## src/rtl/ccg_pattern_sequencer.sv

```systemverilog
// Pattern sequencer for generated combinational benchmarks: drives x-inputs,
// captures f-outputs after a settle time, compacts them into a MISR and streams records.
//
// state      | meaning
// -----------+------------------------------------------------------------
// ST_IDLE    | waiting for start; outputs hold the last run's results
// ST_SETTLE  | dut_x held while the DUT settles; settle counter runs down
// ST_CAPTURE | record presented on cap_valid until the collector accepts it
// ST_DONE    | single-cycle completion pulse
module ccg_pattern_sequencer #(
  parameter int N_IN   = 15,
  parameter int N_OUT  = 12,
  parameter int CNT_W  = 16,
  parameter int SETTLE = 2,
  parameter logic [N_IN-1:0]  LFSR_POLY = 15'h6000,
  parameter logic [N_OUT-1:0] MISR_POLY = 12'h829
) (
  input  logic                    clk,
  input  logic                    rst,
  input  logic                    start,
  input  logic                    abort,
  input  logic                    mode,
  input  logic [N_IN-1:0]         seed,
  input  logic [CNT_W-1:0]        num_patterns,
  output logic [N_IN-1:0]         dut_x,
  input  logic [N_OUT-1:0]        dut_f,
  output logic                    cap_valid,
  input  logic                    cap_ready,
  output logic [N_IN+N_OUT-1:0]   cap_data,
  output logic                    busy,
  output logic                    done,
  output logic [N_OUT-1:0]        signature,
  output logic [CNT_W-1:0]        pattern_count
);

  typedef enum logic [1:0] {ST_IDLE, ST_SETTLE, ST_CAPTURE, ST_DONE} state_t;

  localparam logic [3:0] SETTLE_LD = 4'(SETTLE - 1);
  localparam logic [N_IN-1:0] LFSR_ONE = {{(N_IN-1){1'b0}}, 1'b1};

  state_t             state, state_nxt;
  logic               mode_r;
  logic [CNT_W-1:0]   num_r;
  logic [3:0]         settle_cnt;

  logic               load_run, load_empty, do_capture, do_accept, is_last;
  logic [CNT_W-1:0]   cnt_inc;
  logic [N_IN-1:0]    seed_eff, x_next;
  logic [N_OUT-1:0]   sig_next;

  // An all-zero LFSR state would lock up, so seed 0 in LFSR mode starts at 1.
  assign seed_eff = (mode && (seed == '0)) ? LFSR_ONE : seed;
  assign x_next   = mode_r ? ((dut_x >> 1) ^ (dut_x[0] ? LFSR_POLY : '0))
                           : (dut_x + LFSR_ONE);
  assign sig_next = {signature[N_OUT-2:0], 1'b0}
                  ^ (signature[N_OUT-1] ? MISR_POLY : '0) ^ dut_f;
  assign cnt_inc  = pattern_count + 1'b1;

  always_comb begin
    state_nxt  = state;
    load_run   = 1'b0;
    load_empty = 1'b0;
    do_capture = 1'b0;
    do_accept  = 1'b0;
    is_last    = 1'b0;
    busy       = 1'b0;
    done       = 1'b0;
    cap_valid  = 1'b0;
    case (state)
      ST_IDLE: begin
        if (start) begin
          if (num_patterns == '0) begin
            load_empty = 1'b1;
            state_nxt  = ST_DONE;
          end else begin
            load_run  = 1'b1;
            state_nxt = ST_SETTLE;
          end
        end
      end
      ST_SETTLE: begin
        busy = 1'b1;
        if (abort) begin
          state_nxt = ST_IDLE;
        end else if (settle_cnt == '0) begin
          do_capture = 1'b1;
          state_nxt  = ST_CAPTURE;
        end
      end
      ST_CAPTURE: begin
        busy      = 1'b1;
        cap_valid = 1'b1;
        // abort wins over a coincident handshake: the record is dropped
        if (abort) begin
          state_nxt = ST_IDLE;
        end else if (cap_ready) begin
          do_accept = 1'b1;
          is_last   = (cnt_inc == num_r);
          state_nxt = is_last ? ST_DONE : ST_SETTLE;
        end
      end
      ST_DONE: begin
        done      = 1'b1;
        state_nxt = ST_IDLE;
      end
      default: state_nxt = ST_IDLE;
    endcase
  end

  always_ff @(posedge clk) begin
    if (rst) begin
      state         <= ST_IDLE;
      mode_r        <= 1'b0;
      num_r         <= '0;
      settle_cnt    <= '0;
      dut_x         <= '0;
      cap_data      <= '0;
      signature     <= '0;
      pattern_count <= '0;
    end else begin
      state <= state_nxt;
      if (load_empty) begin
        signature     <= '0;
        pattern_count <= '0;
      end
      if (load_run) begin
        mode_r        <= mode;
        num_r         <= num_patterns;
        dut_x         <= seed_eff;
        signature     <= '0;
        pattern_count <= '0;
        settle_cnt    <= SETTLE_LD;
      end
      if ((state == ST_SETTLE) && !abort && (settle_cnt != '0))
        settle_cnt <= settle_cnt - 1'b1;
      if (do_capture) begin
        cap_data  <= {dut_x, dut_f};
        signature <= sig_next;
      end
      if (do_accept) begin
        pattern_count <= cnt_inc;
        if (!is_last) begin
          dut_x      <= x_next;
          settle_cnt <= SETTLE_LD;
        end
      end
    end
  end

endmodule

```

## config.mk

```make
export PLATFORM = sky130hd
export DESIGN_NAME = ccg_pattern_sequencer
export DESIGN_NICKNAME = d
export VERILOG_FILES = /design/src/rtl/ccg_pattern_sequencer.sv
export SDC_FILE = /design/constraint.sdc
export NUM_CORES = 1
export LEC_CHECK = 0
export CAP_MARGIN = 25
export CORE_MARGIN = 2
export CORE_UTILIZATION = 50
export CTS_CLUSTER_SIZE = 25
export DETAILED_ROUTE_END_ITERATION = 12
export PLACE_DENSITY = 0.8
export SKIP_LAST_GASP = 1
export SLEW_MARGIN = 20
export SYNTH_ARGS = -nofsm -noshare
export SYNTH_HDL_FRONTEND = slang
export SYNTH_SLANG_ARGS = --single-unit
```

## constraint.sdc

```tcl
create_clock -name clk -period 3.25 [get_ports clk]
set_input_delay 0.975 -clock clk [delete_from_list [all_inputs] [get_ports clk]]
set_output_delay 0.975 -clock clk [all_outputs]
set_load 0.01 [all_outputs]
```

==> results of run 1 <==
-- state kept, by name, indices dropped and copies added (netlist names) --
signal	cells
dut_x	15
signature	12
pattern_count	16
cap_data	27
num_r	16
mode_r	1
state	2
settle_cnt	4
-- routing by layer --
layer	track usage (%)	share of wire (%)	vias to the layer above
li1	-	-	2528
met2	43.9	48	219
met3	3.68	6.3	28
met4	11.9	2.2	0
met5	0	0	-
met1	33.8	43	2531
-- how the worst min path moves through the flow --
stage,from,end,slack (ns),cells past startpoint
finish,cap_data[24],cap_data[24],0.46,2
global route,cap_data[5],cap_data[5],0.48,2
CTS,cap_data[24],cap_data[24],0.46,2
detailed placement,cap_data[24],cap_data[24],0.45,2
global placement,cap_data[20],cap_data[20],0.44,2
floorplan,num_r[8],num_r[8],0.45,2
-- critical path, cell delays in order (launching register included) --
cell and delay [ns]:
dfxtp_1 0.54, ha_1 0.33, nand3_1 0.34, nor4_2 0.41, xnor2_1 0.24, o211ai_1 0.18, and4bb_4 0.43, nand2b_4 0.20
mux2_4 0.30
-- stage by stage --
| step | hold slack (ns) | cells |
|---|---|---|
| global route | 0.479 | 908 |
| CTS | 0.463 | 908 |
| global placement | 0.442 | 892 |
| detailed placement | 0.448 | 892 |
| finish | 0.459 | 908 |
| floorplan | 0.448 | 668 |
-- cells in the final DEF (no fill, tap or decap), drive strengths merged, types with 12 or more instances in the layout --
cell and n:
xor2 26, a21oi 103, xnor2 22, clkdlybuf4s50 120, dfxtp 93, o31ai 14, nand3 27, nor2 38
o21ai 29, buf 23, nand2 150, nor4 12
-- cell type report --
class	count	area share [%]
Inverter	7	0.399
Clock buffer	10	2.09
Sequential cell	93	28.3
Tap cell	133	2.53
Clock inverter	6	0.779
Multi-Input combinational cell	516	44.7
Timing Repair Buffer	143	21.2
-- logic make-up (layout without fill, tap and decap cells) --
family / Yosys count / count (layout) / synth area share, %
AO/OA/AOI/OAI: 173 / 173 / 20.3
XOR/XNOR: 48 / 48 / 8.30
flip-flops: 93 / 93 / 36.8
adder cells (fa/ha/maj): 7 / 7 / 1.73
buffers and inverters: 59 / 166 / 5.14
multiplexers: 6 / 6 / 1.28
AND/OR/NAND/NOR: 282 / 282 / 26.5
-- power groups by stage --
| stage | logic (mW) | registers (mW) | clock network, mW |
|---|---|---|---|
| final | 1.15 | 1.44 | 0.769 |
| after global routing | 1.27 | 1.46 | 0.825 |
| after CTS | 1.15 | 1.43 | 0.779 |
| after detailed placement | 1.14 | 1.46 | 0 |
| after global placement | 1.11 | 1.45 | 0 |
| after floorplan | 0.694 | 1.43 | 0 |
==> impl_metrics.yaml, run 1 <==
critical_path:
  worstSetupPathType: "reg -> reg"
  cp-end-kind: "flop"
  cp-endpoint: "dut_x[13]"
  cp-startpoint: "pattern_count[0]"
  worstPathRequired_ns: 3.51
  worstReg2RegStart: "pattern_count[0]"
  reg2reg_depth: 8
  path_max_fanout: 9
  cp-start-kind: "flop"
  crit_arrival_ns: 3.32
  r2r_end: "dut_x[13]"
  reg2reg_setup_slack_ns: 0.19
global_route:
  grt_pass1_wl_mm: 23.8
  grt_pass1_vias: 4886
  antenna_found_initial: 0
  grt_usage_pct: 26.3
  grt-ovfl-total: 0
  grt_max_degree: 65
finish:
  syn_to_final_growth_pct: 30.1
  final_net_count: 826
  diodes: 0
  finalInstanceArea_um2: 6590
  drive_gt1_share_pct: 7.87
  multi_input_area_um2: 2950
  register_area_um2: 1860
  fill_cells: 867
  fin_util_pct: 67.1
logic_synthesis:
  synth_area_leaders: "dfxtp_1, nand2_1, a21oi_1"
  synthCells: 668
  syn-cell-area_um2: 5060
  yosysWarningCount: 0
  synth_flop_cell: "dfxtp_1"
  ys_ff_latch: 93
  syn_nets: 724
  synth_most_common_cell: "nand2_1"
  synthTopCellsByCount: "nand2_1, a21oi_1, dfxtp_1"
  synth-async-reset-ratio_pct: 0
  synth_edf_count: 0
  yosysTopAreaCellShare_pct: 36.8
  synth.largest_area_cell: "dfxtp_1"
  yosysSeqAreaShare_pct: 36.8
  synth_cell_types: 58
  syn_avg_cell_area_um2: 7.58
timing:
  slew_headroom_pct: 35.7
  setup_tns_ns: 0
  period_share_pct: 94.0
  setup_violations: 0
  worst_slack_ns: 0.194
  tightest_slew_ns: 0.963
  period_minus_slack_ns: 3.06
  finClkSkew_ns: 0.0109
  finalHoldViolCount: 0
  max_freq_mhz: 327
  rsz0062_at_grt: "no"
  drv_slew: 0
die:
  design.die.area_um2: 11000
  die_w_um: 105
  die_height_um: 105
  ios: 122
  start_util_pct: 51.6
  core_um2: 9820
  fp-row-count: 36
route:
  drtIter0Drc: 395
  wire_per_inst_um: 16.1
  remaining_drc_errors: 0
  first_pass_iters: 5
  via_per_inst: 5.84
  vias: 5306
  ant_nets: 0
  wirelength_mm: 14.6
place:
  pre_cts_slack_ns: 0.140
  placed_cell_area_um2: 6400
  io_buffers: 121
  hpwl_mm: 10.5
  globalplace.congestion: 0.893
pwr:
  swShare_pct: 37.5
  seq_power_share_pct: 42.8
  combPwrFrac_pct: 34.3
  p_leak_nw: 2.29
  totalPowerFinal_mw: 3.36
  cellPowerDensity_nw_per_um2: 510
  clockPowerShare_pct: 22.9
  switching_power_mw: 1.26
  intPower_mw: 2.10
  ir_drop_mv: 0.372
hold_path:
  min_path_type: "reg -> reg"
clock_network:
  root_buffer: "clkbuf_8"
  htree_levels: 3
  cts.clk_slew.worst_paths_ns: 0.10
  cts_max_path_buffers: 2
  clkLatencyLatePin_ns: 0.38
  postCtsHoldBufs: 0
  cts_resized: 0
  cts_buffers: 9
  cts_sinks: 93
  cts_tree: "done"
  cts_setup_buffers: 0
outcome:
  status: "finished clean"
job:
  drv_cap: 0
Power figures use the tool's default switching activity.
==> inputs of run 2 (changes only) <==
--- a/config.mk
+++ b/config.mk
@@ -10,7 +10,7 @@
 export CORE_UTILIZATION = 50
 export CTS_CLUSTER_SIZE = 25
 export DETAILED_ROUTE_END_ITERATION = 12
-export PLACE_DENSITY = 0.8
+export PLACE_DENSITY = 0.87
 export SKIP_LAST_GASP = 1
 export SLEW_MARGIN = 20
 export SYNTH_ARGS = -nofsm -noshare
==> run 2 against run 1 <==
Against the previous run:
- clock power up 1%
- via count fell by 1.5%
- sequential power is essentially flat
- critical endpoint is now dut_x[11]
- largest cell class unchanged
==> impl_metrics.yaml, run 2 (same netlist as run 1, synthesis figures left out) <==
outcome:
  status: "finished clean"
global_route:
  grt_max_degree: 67
  grt_pass1_vias: 4968
  grt_usage_pct: 26.1
  grt_pass1_wl_mm: 23.8
  grt-ovfl-total: 0
  antenna_found_initial: 0
finish:
  largest_reg_flops: 27
  syn_to_final_growth_pct: 29.9
  top_regs: "cap_data: 27 flops, num_r: 16 flops, pattern_count: 16 flops"
  final_cell_mix: "nand2_1, clkdlybuf4s50_1, a21oi_1"
  layout_commonest_cell: "nand2_1"
  regMostFlops: "cap_data"
  fin_util_pct: 67.0
  drive_gt1_share_pct: 7.78
  diodes: 0
  final_net_count: 822
timing:
  setup_violations: 0
  period_share_pct: 95.0
  rsz0062_at_grt: "no"
  tightest_slew_ns: 1.01
  period_minus_slack_ns: 3.09
  hold_slack_ns: 0.464
  drv_slew: 0
  max_freq_mhz: 324
  worst_slack_ns: 0.164
  setup_tns_ns: 0
  finClkSkew_ns: 0.0128
  slew_headroom_pct: 32.7
  finalHoldViolCount: 0
route:
  first_pass_iters: 5
  wirelength_mm: 14.5
  wire_per_inst_um: 16.0
  vias: 5224
  ant_nets: 0
  remaining_drc_errors: 0
  via_per_inst: 5.78
  drtIter0Drc: 340
pwr:
  cellPowerDensity_nw_per_um2: 513
  p_leak_nw: 2.28
  ir_drop_mv: 0.341
  totalPowerFinal_mw: 3.37
critical_path:
  worstSetupPathType: "reg -> reg"
  cp-start-kind: "flop"
  worstPathRequired_ns: 3.48
  reg2reg_depth: 8
  path_max_fanout: 17
  crit_arrival_ns: 3.32
  cp-end-kind: "flop"
job:
  drv_cap: 0
die:
  die_w_um: 105
  start_util_pct: 51.6
  core_um2: 9820
  ios: 122
  design.die.area_um2: 11000
  die_height_um: 105
  fp-row-count: 36
clock_network:
  cts.clk_slew.worst_paths_ns: 0.10
  cts_max_path_buffers: 2
  cts_tree: "done"
  clkLatencyLatePin_ns: 0.38
  htree_levels: 3
  cts_sinks: 93
  root_buffer: "clkbuf_8"
  postCtsHoldBufs: 0
  cts_setup_buffers: 0
  cts_buffers: 9
place:
  pre_cts_slack_ns: 0.121
  globalplace.congestion: 0.941
  io_buffers: 121
  hpwl_mm: 10.2
hold_path:
  min_path_type: "reg -> reg"
  holdPathStages: 2
## run 2: power breakdown
part | switching, mW | internal [mW] | leakage [nW] | total (mW)
Clock | 0.474 | 0.304 | 0.101 | 0.778
Sequential | 0.164 | 1.27 | 0.756 | 1.43
Combinational | 0.638 | 0.530 | 1.42 | 1.17
## run 2: final timing paths
check                   startpoint      endpoint  slack [ns]
hold reg to reg       cap_data[18]  cap_data[18]        0.46
setup / recovery  pattern_count[2]     dut_x[11]        0.16
setup reg to reg  pattern_count[2]     dut_x[11]        0.16
hold / removal        cap_data[18]  cap_data[18]        0.46
## run 2: layout make-up
class	count	area (um2)
clock inverter	7	73.8
fill	846	3240
sequential	93	1860
tap	133	166
timing repair buffer	139	1370
clock buffer	9	124
multi-input combinational	516	2960
inverter	7	26.3
## run 2: stage by stage
step / instances / instance area, um2
final: 904 / 6580
after global placement: 888 / 6370
after detailed placement: 888 / 6370
after CTS: 904 / 6570
after floorplan: 668 / 5060
after global routing: 904 / 6580
## run 2: worst max-delay path: stages, from the launching register on
cell,delay [ns]
dfxtp_1,0.57
nand4_2,0.37
nor3_1,0.40
xor2_1,0.12
a2111oi_0,0.48
and4bb_4,0.45
nand2b_4,0.27
buf_4,0.21
o31ai_2,0.07
## run 2: timing repair
action	CTS	global route
endpoints found under the hold margin	0	0
setup endpoints to repair	0	8
resized for setup	0	3
## run 2: layer usage
layer	GRT usage [%]	up-vias	wire [um]
met5	0	-	0
met4	10.6	0	370
met3	5.18	29	1000
met2	43.9	218	7120
met1	32.7	2459	5980
li1	-	2518	-
